**config.mk**
```make
export PLATFORM = sky130hd
export DESIGN_NAME = adder_seq_nbit_flat
export DESIGN_NICKNAME = d
export VERILOG_FILES = /design/src/rtl/adder_seq_nbit_pkg.sv /design/src/rtl/adder_seq_nbit_if.sv /design/src/rtl/adder_seq_nbit_slice.sv /design/src/rtl/adder_seq_nbit.sv /design/src/flat_wrapper.sv
export SDC_FILE = /design/constraint.sdc
export NUM_CORES = 1
export LEC_CHECK = 0
export CAP_MARGIN = 20
export CORE_UTILIZATION = 50
export CTS_CLUSTER_DIAMETER = 30
export CTS_CLUSTER_SIZE = 12
export DETAILED_ROUTE_END_ITERATION = 8
export PLACE_DENSITY = 0.84
export SLEW_MARGIN = 30
export SYNTH_ARGS = -nofsm -noshare
export SYNTH_HDL_FRONTEND = slang
export SYNTH_SLANG_ARGS = --single-unit
```
**constraint.sdc**
```tcl
create_clock -name clk -period 3.1 [get_ports clk]
set_input_delay 0.62 -clock clk [delete_from_list [all_inputs] [get_ports clk]]
set_output_delay 0.62 -clock clk [all_outputs]
set_load 0.1 [all_outputs]
```
**src/rtl/adder_seq_nbit_pkg.sv**
```systemverilog
// Shared types and default sizing for the slice-serial adder/subtractor.
package adder_pkg;

    typedef enum logic [1:0] {
        IDLE = 2'd0,
        RUN  = 2'd1,
        DONE = 2'd2
    } state_t;

    localparam int DEF_WIDTH = 16;
    localparam int DEF_SLICE = 4;

endpackage

```
**src/rtl/adder_seq_nbit_if.sv**
```systemverilog
// Operand/result bundle between the controller and the slice-serial adder.
interface adder_seq_nbit_if #(
    parameter int WIDTH = adder_pkg::DEF_WIDTH
);
    // start is sampled only while the adder is idle; busy marks a running
    // operation, and done pulses for one cycle when sum/c_out/overflow become
    // valid. The results then stay put until the next accepted start.
    logic             start;
    logic [WIDTH-1:0] a;
    logic [WIDTH-1:0] b;
    logic             c_in;
    logic             sub;
    logic             busy;
    logic             done;
    logic [WIDTH-1:0] sum;
    logic             c_out;
    logic             overflow;

    modport master (
        output start, a, b, c_in, sub,
        input  busy, done, sum, c_out, overflow
    );

    modport slave (
        input  start, a, b, c_in, sub,
        output busy, done, sum, c_out, overflow
    );
endinterface

```
**src/rtl/adder_seq_nbit_slice.sv**
```systemverilog
// One SLICE-bit ripple step; the top reuses a single instance every cycle.
module adder_slice #(
    parameter int SLICE = adder_pkg::DEF_SLICE
) (
    input  logic [SLICE-1:0] a_s,
    input  logic [SLICE-1:0] b_s,
    input  logic             ci,
    output logic [SLICE-1:0] s,
    output logic             co
);
    logic [SLICE:0] total;

    assign total = {1'b0, a_s} + {1'b0, b_s} + {{SLICE{1'b0}}, ci};
    assign s     = total[SLICE-1:0];
    assign co    = total[SLICE];
endmodule

```
**src/rtl/adder_seq_nbit.sv**
```systemverilog
// WIDTH-bit add/subtract evaluated one SLICE per clock, LSB slice first,
// with the inter-slice carry held in a register.
module adder_seq_nbit
    import adder_pkg::*;
#(
    parameter int WIDTH = DEF_WIDTH,
    parameter int SLICE = DEF_SLICE
) (
    input  logic                    clk,
    input  logic                    rst,
    adder_seq_nbit_if.slave         bus,
    output state_t                  state_dbg
);
    localparam int NSLICE = WIDTH / SLICE;
    localparam int IW     = (NSLICE > 1) ? $clog2(NSLICE) : 1;

    state_t           state, state_nx;
    logic [WIDTH-1:0] a_r, b_r, sum_r;
    logic             carry_r, c_out_r, ovf_r;
    logic [IW-1:0]    idx;
    logic             last;
    logic [SLICE-1:0] a_s, b_s, s_s;
    logic             co_s;

    assign last = (idx == IW'(NSLICE - 1));
    assign a_s  = a_r[int'(idx)*SLICE +: SLICE];
    assign b_s  = b_r[int'(idx)*SLICE +: SLICE];

    adder_slice #(.SLICE(SLICE)) u_slice (
        .a_s (a_s),
        .b_s (b_s),
        .ci  (carry_r),
        .s   (s_s),
        .co  (co_s)
    );

    always_ff @(posedge clk) begin
        if (rst) state <= IDLE;
        else     state <= state_nx;
    end

    always_comb begin
        state_nx = state;
        case (state)
            IDLE:    if (bus.start) state_nx = RUN;
            RUN:     if (last)      state_nx = DONE;
            DONE:    state_nx = IDLE;
            default: state_nx = IDLE;
        endcase
    end

    // Subtraction is folded into operand capture: b is inverted and the
    // carry forced to 1, so the RUN path only ever adds.
    always_ff @(posedge clk) begin
        if (rst) begin
            a_r     <= '0;
            b_r     <= '0;
            carry_r <= 1'b0;
            idx     <= '0;
            sum_r   <= '0;
            c_out_r <= 1'b0;
            ovf_r   <= 1'b0;
        end else begin
            case (state)
                IDLE: begin
                    if (bus.start) begin
                        a_r     <= bus.a;
                        b_r     <= bus.sub ? ~bus.b : bus.b;
                        carry_r <= bus.sub | bus.c_in;
                        idx     <= '0;
                        sum_r   <= '0;
                        c_out_r <= 1'b0;
                        ovf_r   <= 1'b0;
                    end
                end
                RUN: begin
                    sum_r[int'(idx)*SLICE +: SLICE] <= s_s;
                    carry_r <= co_s;
                    idx     <= last ? '0 : idx + IW'(1);
                    if (last) begin
                        c_out_r <= co_s;
                        ovf_r   <= (a_r[WIDTH-1] == b_r[WIDTH-1]) &&
                                   (s_s[SLICE-1] != a_r[WIDTH-1]);
                    end
                end
                default: ;
            endcase
        end
    end

    assign bus.busy     = (state == RUN);
    assign bus.done     = (state == DONE);
    assign bus.sum      = sum_r;
    assign bus.c_out    = c_out_r;
    assign bus.overflow = ovf_r;
    assign state_dbg    = state;
endmodule

```
**src/flat_wrapper.sv**
```systemverilog
// flat-port wrapper written by rule: the top's interface ports become plain ports
module adder_seq_nbit_flat import adder_pkg::*;
#(
    parameter int WIDTH = DEF_WIDTH,
    parameter int SLICE = DEF_SLICE
)
  (clk, rst, state_dbg, bus_start, bus_a, bus_b, bus_c_in, bus_sub, bus_busy, bus_done, bus_sum, bus_c_out, bus_overflow);
  adder_seq_nbit_if #(.WIDTH(WIDTH)) bus_i ();
  input  logic clk;
  input  logic rst;
  output state_t state_dbg;
  input wire logic [$bits(bus_i.start)-1:0] bus_start;
  input wire logic [$bits(bus_i.a)-1:0] bus_a;
  input wire logic [$bits(bus_i.b)-1:0] bus_b;
  input wire logic [$bits(bus_i.c_in)-1:0] bus_c_in;
  input wire logic [$bits(bus_i.sub)-1:0] bus_sub;
  output wire logic [$bits(bus_i.busy)-1:0] bus_busy;
  output wire logic [$bits(bus_i.done)-1:0] bus_done;
  output wire logic [$bits(bus_i.sum)-1:0] bus_sum;
  output wire logic [$bits(bus_i.c_out)-1:0] bus_c_out;
  output wire logic [$bits(bus_i.overflow)-1:0] bus_overflow;
  assign bus_i.start = bus_start;
  assign bus_i.a = bus_a;
  assign bus_i.b = bus_b;
  assign bus_i.c_in = bus_c_in;
  assign bus_i.sub = bus_sub;
  assign bus_busy = bus_i.busy;
  assign bus_done = bus_i.done;
  assign bus_sum = bus_i.sum;
  assign bus_c_out = bus_i.c_out;
  assign bus_overflow = bus_i.overflow;
  adder_seq_nbit #(.WIDTH(WIDTH), .SLICE(SLICE)) u_core (.clk(clk), .rst(rst), .bus(bus_i), .state_dbg(state_dbg));
endmodule
```
== After elaboration in Yosys (flattened, before gate mapping) ==
Cells that the tools add are included.

* Register bits: 55
* Input bits: 37
* Output and inout port bits: 22
* Logic and storage cells: 49

* Add/subtract/negate cells: 4
* Eq/ne operators: 7
* Shift operators: 4
* Multiplexer cells: 17
* Bitwise logic cells: 2
* Reductions and logical operators: 7

{| class="wikitable"
|+ Operators by type and width
! operator !! number
|-
| negator 4 -> 33 bit || 1
|-
| variable shift 4 x 33 -> 16 bit (first input constant) || 1
|-
| variable part select 4 x 33 -> 16 bit || 1
|-
| two-way mux 16 bit || 2
|-
| one-hot mux 16 bit (2 select lines) || 1
|-
| variable part select 16 x 5 -> 4 bit || 2
|-
| bitwise mux 16 bit || 1
|-
| NOT 16 bit || 1
|-
| two-way mux 2 bit || 4
|-
| one-hot mux 2 bit (2 select lines) || 2
|-
| one-hot mux 1 bit (2 select lines) || 3
|-
| AND reduction 2 bit || 3
|-
| adder 4 x 4 -> 5 bit || 1
|-
| adder 5 x 1 -> 5 bit || 1
|-
| equality test 2 bit (second input constant) || 2
|-
| two-way mux 1 bit || 4
|-
| AND reduction 3 bit || 1
|-
| adder 2 x 1 -> 2 bit (second input constant) || 1
|-
| equality test 2 x 1 -> 1 bit (second input constant) || 1
|-
| logical NOT 2 bit || 1
|-
| != test 2 x 1 -> 1 bit (second input constant) || 1
|-
| != test 2 bit (second input constant) || 1
|-
| nonzero test 2 bit || 1
|-
| equality test 1 bit || 1
|-
| 3 further kinds || 3
|}

== Logic depth before layout (Yosys ltp) ==
Gate-level depths: netlist of the first run.

* Depth in word-level cells: 7
* Depth in mapped cells: 8

== Hierarchy ==
From an unflattened synthesis of the first run, not the netlist that was laid out.

* Cells, all modules: 259
* Area total of the unflattened synthesis: 2578.7 um^2

{| class="wikitable"
|+ Modules (own cells, without submodules)
! module !! times used !! cells each !! area each (um^2) !! seq. area each (um^2)
|-
| adder_seq_nbit || 1 || 243 || 2434.8 || 1101.1
|-
| adder_slice || 1 || 16 || 143.9 || 0.0
|}

== Least setup slack after synthesis of the first run ==
OpenSTA, ideal clock, no wires.

* Path kind: reg2out
* From: register u_core.state[1], in the netlist u_core.state_dbg[1]
* To: output bus_done
* Arrival: 2616 ps
* Data required time: 2480 ps
* Path slack: -136 ps
* Cell stages (with the launch flop): 3
* Path buffers: 1
* Path through: dfxtp_1 buf_2 nor2b_1

* Cells in the longest elaborated chain, start to end: 1

{| class="wikitable"
|+ RTL lines
! item !! line !! RTL
|-
| from (decl) || adder_seq_nbit.sv:17 || <nowiki>state_t state, state_nx;</nowiki>
|-
| from (signal assigned) || adder_seq_nbit.sv:39 || <nowiki>else state <= state_nx;</nowiki>
|-
| equality test 2 bit || adder_seq_nbit.sv:92 || <nowiki>assign bus.done = (state == DONE);</nowiki>
|-
| to (decl) || flat_wrapper.sv:18 || <nowiki>output wire logic [$bits(bus_i.done)-1:0] bus_done;</nowiki>
|}

Every way passes these cells.

== Worst setup path after layout of the first run ==
* From: register u_core.idx[0]
* To: register u_core.c_out_r, in the netlist u_core.bus.c_out

* Cells in the longest elaborated chain, start to end: 5
* Elaborated cells between the ends (all ways): 9
* Those cells by class: 2 x add/sub; 2 x eq/ne; 2 x shift; 2 x mux; 1 x reduce/logical

{| class="wikitable"
|+ RTL lines
! item !! line !! RTL
|-
| from (decl) || adder_seq_nbit.sv:20 || <nowiki>logic [IW-1:0] idx;</nowiki>
|-
| from (signal assigned) || adder_seq_nbit.sv:79 || <nowiki>idx <= last ? '0 : idx + IW'(1);</nowiki>
|-
| variable part select 16 x 5 -> 4 bit (on tied branches) || adder_seq_nbit.sv:26, adder_seq_nbit.sv:27 ||
|-
| adder 4 x 4 -> 5 bit || adder_seq_nbit_slice.sv:13 || <nowiki>assign total = {1'b0, a_s} + {1'b0, b_s} + {{SLICE{1'b0}}, ci};</nowiki>
|-
| adder 5 x 1 -> 5 bit || adder_seq_nbit_slice.sv:13 ||
|-
| two-way mux 1 bit || adder_seq_nbit.sv:80 || <nowiki>if (last) begin</nowiki>
|-
| one-hot mux 1 bit (2 select lines) || adder_seq_nbit.sv:64 || <nowiki>case (state)</nowiki>
|-
| to (signal assigned) || adder_seq_nbit.sv:81 || <nowiki>c_out_r <= co_s;</nowiki>
|-
| to (decl) || adder_seq_nbit.sv:19 || <nowiki>logic carry_r, c_out_r, ovf_r;</nowiki>
|}

Several ways; a longest one is shown, not always the timed one. The select of a mux whose other input is x is not followed.
A chain may end at the register's enable or synchronous reset.

==> results of run 1 <==
## layout make-up
cell class	count	area [µm²]	share of cell area [%]
Clock buffer	8	100	3.07
Inverter	3	11.3	0.346
Multi-Input combinational cell	197	1390	42.8
Sequential cell	55	1100	33.8
Tap cell	67	83.8	2.57
Timing Repair Buffer	64	566	17.4
## worst paths after layout
kind | start | endpoint | slack, ps | depth (start not counted)
hold reg to reg | u_core.a_r[5] | u_core.a_r[5] | 460 | 2
setup reg to reg | u_core.idx[0] | u_core.bus.c_out | 380 | 7
hold / removal | u_core.a_r[5] | u_core.a_r[5] | 460 | 2
setup / recovery | u_core.idx[0] | u_core.bus.c_out | 380 | 7
## worst max-delay path: cells and delay by family (launching register included)
family,cells,cell delay (ps)
AOI/OAI and AO/OA,3,580
adders and majority gates,2,870
DFF,1,420
muxes,1,540
and+or+nand+nor,1,180
## placed cells by master, fill, tap and decap left out, types with 5 or more instances in the layout
| cell | n |
|---|---|
| a211oi_1 | 17 |
| clkbuf_8 | 7 |
| a22oi_1 | 13 |
| xnor2_1 | 16 |
| clkdlybuf4s50_1 | 35 |
| ha_1 | 7 |
| a21oi_1 | 18 |
| mux4_2 | 8 |
| nor2_1 | 40 |
| dfxtp_1 | 55 |
| nand2_1 | 40 |
| buf_4 | 28 |
| a21o_1 | 5 |
## per-layer routing
layer	share of wire, %	vias to the layer above	global-route usage (%)
li1	-	1062	-
met1	42	984	29.2
met2	50	91	38.9
met3	7.4	8	5.42
met4	1.1	0	7.26
met5	0	-	0
## power by group through the flow
stage          sequential, mW  combinational, mW  clock (mW)
6_report                0.775              0.332       0.428
5_1_grt                 0.779              0.360       0.462
4_1_cts                 0.774              0.334       0.433
3_5_place_dp            0.790              0.332           0
3_3_place_gp            0.789              0.323           0
2_1_floorplan           0.811              0.205           0
## metrics by stage
stage               instance area [µm²]  utilization [%]
global route                       3260             67.1
finish                             3260             67.1
global placement                   3160             65.1
floorplan                          2600                -
detailed placement                 3160             65.1
CTS                                3260             67.1
## cell families (layout without fill, tap and decap cells)
logic type                 count (synthesis)  after routing
AOI/OAI and AO/OA                         63             63
xor gates and xnor gates                  17             17
adders and majority gates                  9              9
buffers and inverters                     21             75
DFF                                       55             55
muxes                                      8              8
and+or+nand+nor                          100            100
## state kept, by name, summed over array words and instances (netlist names)
| name | flops |
|---|---|
| u_core.b_r | 16 |
| u_core.idx | 2 |
| u_core.bus.sum | 16 |
| u_core.carry_r | 1 |
| u_core.bus.c_out | 1 |
| u_core.state_dbg | 2 |
| u_core.bus.overflow | 1 |
| u_core.a_r | 16 |
==> impl_metrics.toml, run 1 <==
[synth]
synth-simple-area-share_pct = 18.3
synth_fa_ha_area_share_pct = 4.92
synthFlopType = "dfxtp_1"
synth_warnings = 0
yosys_register_bits = 55
synth_area_leaders = "dfxtp_1, mux4_2, nand2_1, nor2_1, xnor2_1"
synth_area_leader_cell = "dfxtp_1"
muxShareOfSynthArea_pct = 6.94
synth_cell_types = 41
yosys-top-cells-count = "dfxtp_1, nand2_1, nor2_1"
ys_seq_area_share_pct = 42.4
synthCells = 273
yosysMostFrequentCell = "dfxtp_1"
synth_top_area_share_pct = 42.4
syn_nets = 319
ys_async_sr_fraction_pct = 0
synth_edf_count = 0
synth_top_family_by_area = "simple AND/OR/NAND/NOR gates"
synth_compound_area_share_pct = 17.5
synth-xor-area-share_pct = 5.73
synth_area_per_cell_um2 = 9.51
synth.cell_area_um2 = 2600

[setup_path]
path_cells = "mux4_2 > fa_1 > fa_1 > a21o_1 > a21oi_1 > or3_1 > a21oi_1"
slowest_delay_ps = 540
crit_fanout = 4
path_class = "reg -> reg"
cp.arrival_ps = 2900
cp.required_ps = 3280
cpMaxStageDelayCell = "mux4_2"
endpoint_kind = "flop"
worstSetupStartpointType = "flop"

[pwr]
vdd_ir_drop_max_mv = 0.265
clock_power_share_pct = 27.9
internal_power_mw = 1.09
seq_power_share_pct = 50.5
comb_power_share_pct = 21.6
total_power_mw = 1.54
switching_share_pct = 28.8
p_leak_nw = 1.25
powerDensity_nw_per_um2 = 472
power.switching_uw = 442

[timing]
fmax_mhz = 367
final.setup.worst_slack_ps = 377
final.min_clock_period_ps = 2720
fin_skew_ps = 5.78
worstMarginPinSlew_ps = 546
drv_slew = 0
fin_crit_sh_pct = 87.9
slew_headroom_pct = 63.6
setup_viol = 0
fin_hold_ws_ps = 460
hold_violations = 0
setup_tns_ps = 0
grt_setup_unrepaired = "false"

[grt]
grt_first_pass_wirelength_um = 9580
grt_usage_pct = 23.1
grt_start_max_net_pins = 50
grt_pass1_vias = 2022
antenna_found_initial = 0
overflow = 0

[detailed_routing]
drt_pass1_iterations = 4
postRouteAntennaNets = 0
drt_drc_violations_left = 0
drtIter0Drc = 211
vias = 2145
wire_per_inst_um = 14.8
vias_per_cell = 5.44
drt_wl_total_um = 5820

[worst_hold_path]
hp-class = "reg -> reg"

[floorplan]
die_width_um = 74.1
die_h_um = 74.1
core-area_um2 = 4850
io_pins = 59
initial_utilization_pct = 53.5
fp-row-count = 25
dieArea_um2 = 5480

[finish]
n_antenna_cell = 0
final_cells = 394
final_net_count = 372
drive_gt1_share_pct = 16.8
synthToLayoutAreaGrowth_pct = 25.4
num-fill-cells = 388

[clocking]
clkTransAtPathRegs_ps = 90
clockBufferDepth = 2
h-tree-depth = 2
post-cts-setup-buffers = 0
cts_buffers = 5
clock-sinks = 55
ctsResizeCount = 0
postCtsHoldBufs = 0
clk_latency_ps = 310
cts_tree = "done"
root_buffer = "clkbuf_8"

[placed_design]
dp_hpwl_um = 4180
dp_worst_setup_slack_ps = 405
dp.cells = 386
place.gp.congestion = 0.810
port_buffers = 58

[flow_run]
maxCapViolCount = 0

[outcome]
status = "completed"
Power figures use the tool's default switching activity.
==> run 2, diff against run 1 <==
--- a/config.mk
+++ b/config.mk
@@ -14,4 +14,5 @@
 export SLEW_MARGIN = 30
 export SYNTH_ARGS = -nofsm -noshare
 export SYNTH_HDL_FRONTEND = slang
+export SYNTH_HIERARCHICAL = 1
 export SYNTH_SLANG_ARGS = --single-unit
==> run 2 against run 1 <==
Compared with the run above: die area shrank 0.66%; maximum frequency rose by 0.82%; final area decreased by 0.46%; cell count fell by 3.8%; global-route usage fell by 2.1 points; flip-flop and latch count is the same; clock power rose by 4%; core utilization down 0.31 points; critical path depth increased by 2; total power rose by 0.17%; hold slack worse by 1.8 ps; sequential power about the same.
==> impl_metrics.toml, run 2 <==
[timing]
final.min_clock_period_ps = 2700
setup_tns_ps = 0
fmax_mhz = 370
fin_crit_sh_pct = 87.1
worstMarginPinSlew_ps = 578
grt_setup_unrepaired = "false"
drv_slew = 0
hold_violations = 0
fin_skew_ps = 9.88
slew_headroom_pct = 61.2
setup_viol = 0

[synth]
ys_async_sr_fraction_pct = 0
synthFlopType = "dfxtp_1"
syn_nets = 307
yosys-top-cells-count = "dfxtp_1, nand2_1, a21oi_1"
synth_warnings = 6
ys_seq_area_share_pct = 42.7
synth-xor-area-share_pct = 6.11
synth_top_area_share_pct = 42.7
synth_cell_types = 37
synth_edf_count = 0
synth_top_family_by_area = "compound AO/OA/AOI/OAI gates"
synth_area_leaders = "dfxtp_1, mux4_2, xnor2_1, a22o_1, nand2_1"
muxShareOfSynthArea_pct = 8.73
synth_fa_ha_area_share_pct = 5.92
synth_compound_area_share_pct = 17.5
synth-simple-area-share_pct = 14.1
yosys_register_bits = 55
synthCells = 259
synth_area_leader_cell = "dfxtp_1"
yosysMostFrequentCell = "dfxtp_1"
synth.cell_area_um2 = 2580
synth_area_per_cell_um2 = 9.96

[setup_path]
endpoint_kind = "flop"
worstSetupStartpointType = "flop"
cp.arrival_ps = 2950
path_class = "reg -> reg"
cp.required_ps = 3350
crit_fanout = 8

[placed_design]
port_buffers = 58
place.gp.congestion = 0.774
dp_hpwl_um = 3810

[detailed_routing]
drt_drc_violations_left = 0
drtIter0Drc = 131
vias_per_cell = 5.25
wire_per_inst_um = 13.3
drt_pass1_iterations = 4
postRouteAntennaNets = 0
drt_wl_total_um = 5050
vias = 1991

[clocking]
ctsResizeCount = 0
cts_buffers = 5
postCtsHoldBufs = 0
clock-sinks = 55
clockBufferDepth = 2
post-cts-setup-buffers = 0
clk_latency_ps = 300
h-tree-depth = 2
clkTransAtPathRegs_ps = 90
root_buffer = "clkbuf_8"
cts_tree = "done"

[grt]
grt_pass1_vias = 1910
antenna_found_initial = 0
grt_first_pass_wirelength_um = 8720
grt_start_max_net_pins = 49
overflow = 0
grt_usage_pct = 21.0

[finish]
regArea_um2 = 1100
num-fill-cells = 380
mostFrequentLayoutCells = "dfxtp_1, clkdlybuf4s50_1, nand2_1"
final_common_cell = "dfxtp_1"
n_antenna_cell = 0
multi_input_area_um2 = 1360
synthToLayoutAreaGrowth_pct = 25.7
final_net_count = 360
drive_gt1_share_pct = 16.3

[pwr]
powerDensity_nw_per_um2 = 475
p_leak_nw = 1.25
switching_share_pct = 26.8
power.switching_uw = 413
seq_power_share_pct = 50.4
internal_power_mw = 1.13
total_power_mw = 1.54
comb_power_share_pct = 20.5
clock_power_share_pct = 29.1
vdd_ir_drop_max_mv = 0.247

[floorplan]
initial_utilization_pct = 53.2
core-area_um2 = 4850
die_width_um = 73.8
fp-row-count = 25
dieArea_um2 = 5450
die_h_um = 73.8
io_pins = 59

[outcome]
status = "completed"

[flow_run]
maxCapViolCount = 0

[worst_hold_path]
hp-class = "reg -> reg"
[run 2: cell count changes in the layout (fill, tap and decap cells not counted), moves of 3 or more]
cell      previous run  this run
a22oi_1             13         0
mux2_1               0         4
nand3_1              1         4
a22o_1               0        16
a21oi_2              0         4
a21o_1               5         1
nand2_1             40        35
a32oi_1              4         0
nand2b_1             0         3
nor2_1              40        18
inv_1                2         8
[run 2: final timing paths]
path | from | to | slack (ps) | cells after the start
min reg2reg | u_core/a_r[13] | u_core/a_r[13] | 460 | 2
max reg2reg | u_core/idx[0] | u_core/bus.overflow | 400 | 9
max | u_core/idx[0] | u_core/bus.overflow | 400 | 9
min | u_core/a_r[13] | u_core/a_r[13] | 460 | 2
[run 2: cells by family after synthesis]
logic type,Yosys count
and+or+nand+nor,74
buffers and inverters,25
adders and majority gates,11
AOI/OAI and AO/OA,64
DFF,55
muxes,12
xor gates and xnor gates,18
[run 2: stage by stage]
stage | worst slack [ps] | std cells | util (%) | instance area (µm²) | hold WS [ps]
floorplan | 251 | 259 | - | 2580 | 433
global placement | 451 | 372 | 64.7 | 3140 | 450
detailed placement | 378 | 372 | 64.7 | 3140 | 446
CTS | 371 | 379 | 66.8 | 3240 | 459
global route | 221 | 379 | 66.8 | 3240 | 479
finish | 399 | 379 | 66.8 | 3240 | 458
[run 2: layout make-up]
cell class              instances  share of cell area, %
inverters                       8                  0.927
clock inverters                 1                  0.927
flip-flops and latches         55                   34.0
multi-input cells             179                   42.0
clock buffers                   6                   2.24
repair buffers                 63                   17.4
well taps                      67                   2.59
[run 2: per-layer routing]
| metal | GRT usage [%] | vias to the layer above | routed length, µm |
|---|---|---|---|
| met4 | 4.91 | 0 | 43 |
| met1 | 28.1 | 921 | 2480 |
| met3 | 4.66 | 7 | 193 |
| met2 | 34.5 | 46 | 2340 |
| met5 | 0 | - | 0 |
| li1 | - | 1017 | - |
[run 2: critical path, cell delays in order, from the launching register on]
cell and delay (ps):
dfxtp_1 530, buf_4 230, mux4_2 530, ha_1 290
a21o_1 120, a21oi_2 60, xnor2_1 470, nand2b_1 110
o22ai_1 170, a32o_1 150
[run 2: power by group through the flow]
stage          logic, mW  registers, mW  clock network [mW]
3_3_place_gp       0.311          0.792                   0
2_1_floorplan      0.202          0.807                   0
4_1_cts            0.317          0.776               0.457
6_report           0.316          0.775               0.447
5_1_grt            0.346          0.781               0.484
3_5_place_dp       0.317          0.792                   0
==> run 3, diff against run 2 <==
--- a/config.mk
+++ b/config.mk
@@ -10,7 +10,7 @@
 export CTS_CLUSTER_DIAMETER = 30
 export CTS_CLUSTER_SIZE = 12
 export DETAILED_ROUTE_END_ITERATION = 8
-export PLACE_DENSITY = 0.84
+export PLACE_DENSITY = 0.83
 export SLEW_MARGIN = 30
 export SYNTH_ARGS = -nofsm -noshare
 export SYNTH_HDL_FRONTEND = slang
==> run 3 against run 2 <==
Compared with the run above: combinational power about the same; critical path type unchanged; worst setup slack better by 27 ps; highest routed layer unchanged; clock skew down 2.8 ps; die area unchanged; maximum frequency up 1.0%; cell count unchanged; non-clock buffer count down 1; via count up 0.55%; hold slack worse by 0.78 ps.
==> impl_metrics.toml, run 3 (synthesized netlist as in run 2, its figures left out) <==
[outcome]
status = "completed"

[detailed_routing]
drt_wl_total_um = 5230
vias_per_cell = 5.28
drt_drc_violations_left = 0
vias = 2002
drt_pass1_iterations = 4
drtIter0Drc = 147
wire_per_inst_um = 13.8
postRouteAntennaNets = 0

[clocking]
h-tree-depth = 2
clockBufferDepth = 2
cts_buffers = 5
cts_tree = "done"
post-cts-setup-buffers = 0
clock-sinks = 55
clkTransAtPathRegs_ps = 90
clk_latency_ps = 300
root_buffer = "clkbuf_8"
postCtsHoldBufs = 0

[worst_hold_path]
hp-class = "reg -> reg"
hp-start = "u_core/a_r[8]"

[setup_path]
worstSetupStartpointType = "flop"
endpoint = "u_core/bus.overflow"
path_class = "reg -> reg"
cp.arrival_ps = 2930
reg2reg_slack_ps = 430
cp-startpoint = "u_core/idx[1]"
endpoint_kind = "flop"
reg2reg_to = "u_core/bus.overflow"
cp.required_ps = 3360
rr_worst_depth = 8
timing.rr.start = "u_core/idx[1]"
crit_fanout = 13

[grt]
grtUsageMet1_pct = 27.5
grt_usage_pct = 21.1
grt_first_pass_wirelength_um = 8760
grt_start_max_net_pins = 49
met2_usage_pct = 35.3
grt_pass1_vias = 1889
overflow = 0
busiest_layer = "met2"
met3_usage_pct = 4.25
antenna_found_initial = 0

[floorplan]
dieArea_um2 = 5450
die_width_um = 73.8
initial_utilization_pct = 53.2
die_h_um = 73.8
fp-row-count = 25
io_pins = 59
core-area_um2 = 4850

[placed_design]
place.gp.congestion = 0.819
place_area_um2 = 3130
dp_hpwl_um = 3830
port_buffers = 58

[flow_run]
maxCapViolCount = 0

[finish]
final_area_um2 = 3220
final_net_count = 359
final_common_cell = "dfxtp_1"
drive_gt1_share_pct = 17.0
n_antenna_cell = 0
synthToLayoutAreaGrowth_pct = 24.7
mostFrequentLayoutCells = "dfxtp_1, clkdlybuf4s50_1, nand2_1"
num-fill-cells = 380

[timing]
worstMarginPinSlew_ps = 584
fin_skew_ps = 7.12
hold_violations = 0
grt_setup_unrepaired = "false"
final.min_clock_period_ps = 2670
drv_slew = 0
slew_headroom_pct = 60.8
setup_tns_ps = 0
setup_viol = 0
fin_crit_sh_pct = 86.3
fmax_mhz = 374

[pwr]
p_leak_nw = 1.24
vdd_ir_drop_max_mv = 0.249
powerDensity_nw_per_um2 = 457
[run 3: cell count changes in the layout (fill, tap and decap cells not counted), sizes merged]
cell	change
clkinv	+3
buf	-1
bufinv	-1
clkbuf	-1
[run 3: power breakdown]
| part | total [mW] | internal (mW) | switching [mW] |
|---|---|---|---|
| registers | 0.777 | 0.745 | 0.0324 |
| logic | 0.318 | 0.143 | 0.175 |
| clock network | 0.375 | 0.155 | 0.220 |
| total | 1.47 | 1.04 | 0.428 |
[run 3: cell type report]
class	count	area [µm²]	share of cell area [%]
multi-input cells	179	1360	42.3
flip-flops and latches	55	1100	34.3
repair buffers	62	556	17.3
well taps	67	83.8	2.61
clock buffers	5	68.8	2.14
inverters	8	30.0	0.934
clock inverters	3	15.0	0.467
[run 3: critical path: stages (launching register included)]
cell,delay (ps)
dfxtp_1,690
mux4_2,410
fa_1,450
a21o_1,180
a21oi_2,150
xnor2_1,300
nand2b_1,120
o22ai_1,180
a32o_1,140
[run 3: worst min-delay path by stage]
stage / to / cells past startpoint
floorplan: u_core/a_r[10] / 2
global placement: u_core/a_r[14] / 2
detailed placement: u_core/a_r[8] / 2
CTS: u_core/a_r[8] / 2
global route: u_core/a_r[4] / 2
finish: u_core/a_r[8] / 2
[run 3: metrics by stage]
| step | std cells | utilization, % | power, mW | hold slack (ps) | setup WS (ps) |
|---|---|---|---|---|---|
| floorplan | 259 | - | 1.01 | 433 | 251 |
| global placement | 371 | 64.6 | 1.10 | 441 | 394 |
| detailed placement | 371 | 64.6 | 1.11 | 448 | 287 |
| CTS | 379 | 66.3 | 1.48 | 462 | 290 |
| global route | 379 | 66.3 | 1.54 | 481 | 221 |
| finish | 379 | 66.3 | 1.47 | 458 | 426 |
[run 3: timing repair]
item                                   CTS  global route
endpoints found under the hold margin    0             0
resized for setup                        0             1
setup endpoints to repair                0             1
[run 3: per-layer routing]
layer | wire length [µm] | up-vias
li1 | - | 1020
met1 | 2480 | 923
met2 | 2530 | 54
met3 | 182 | 5
met4 | 39 | 0
met5 | 0 | -
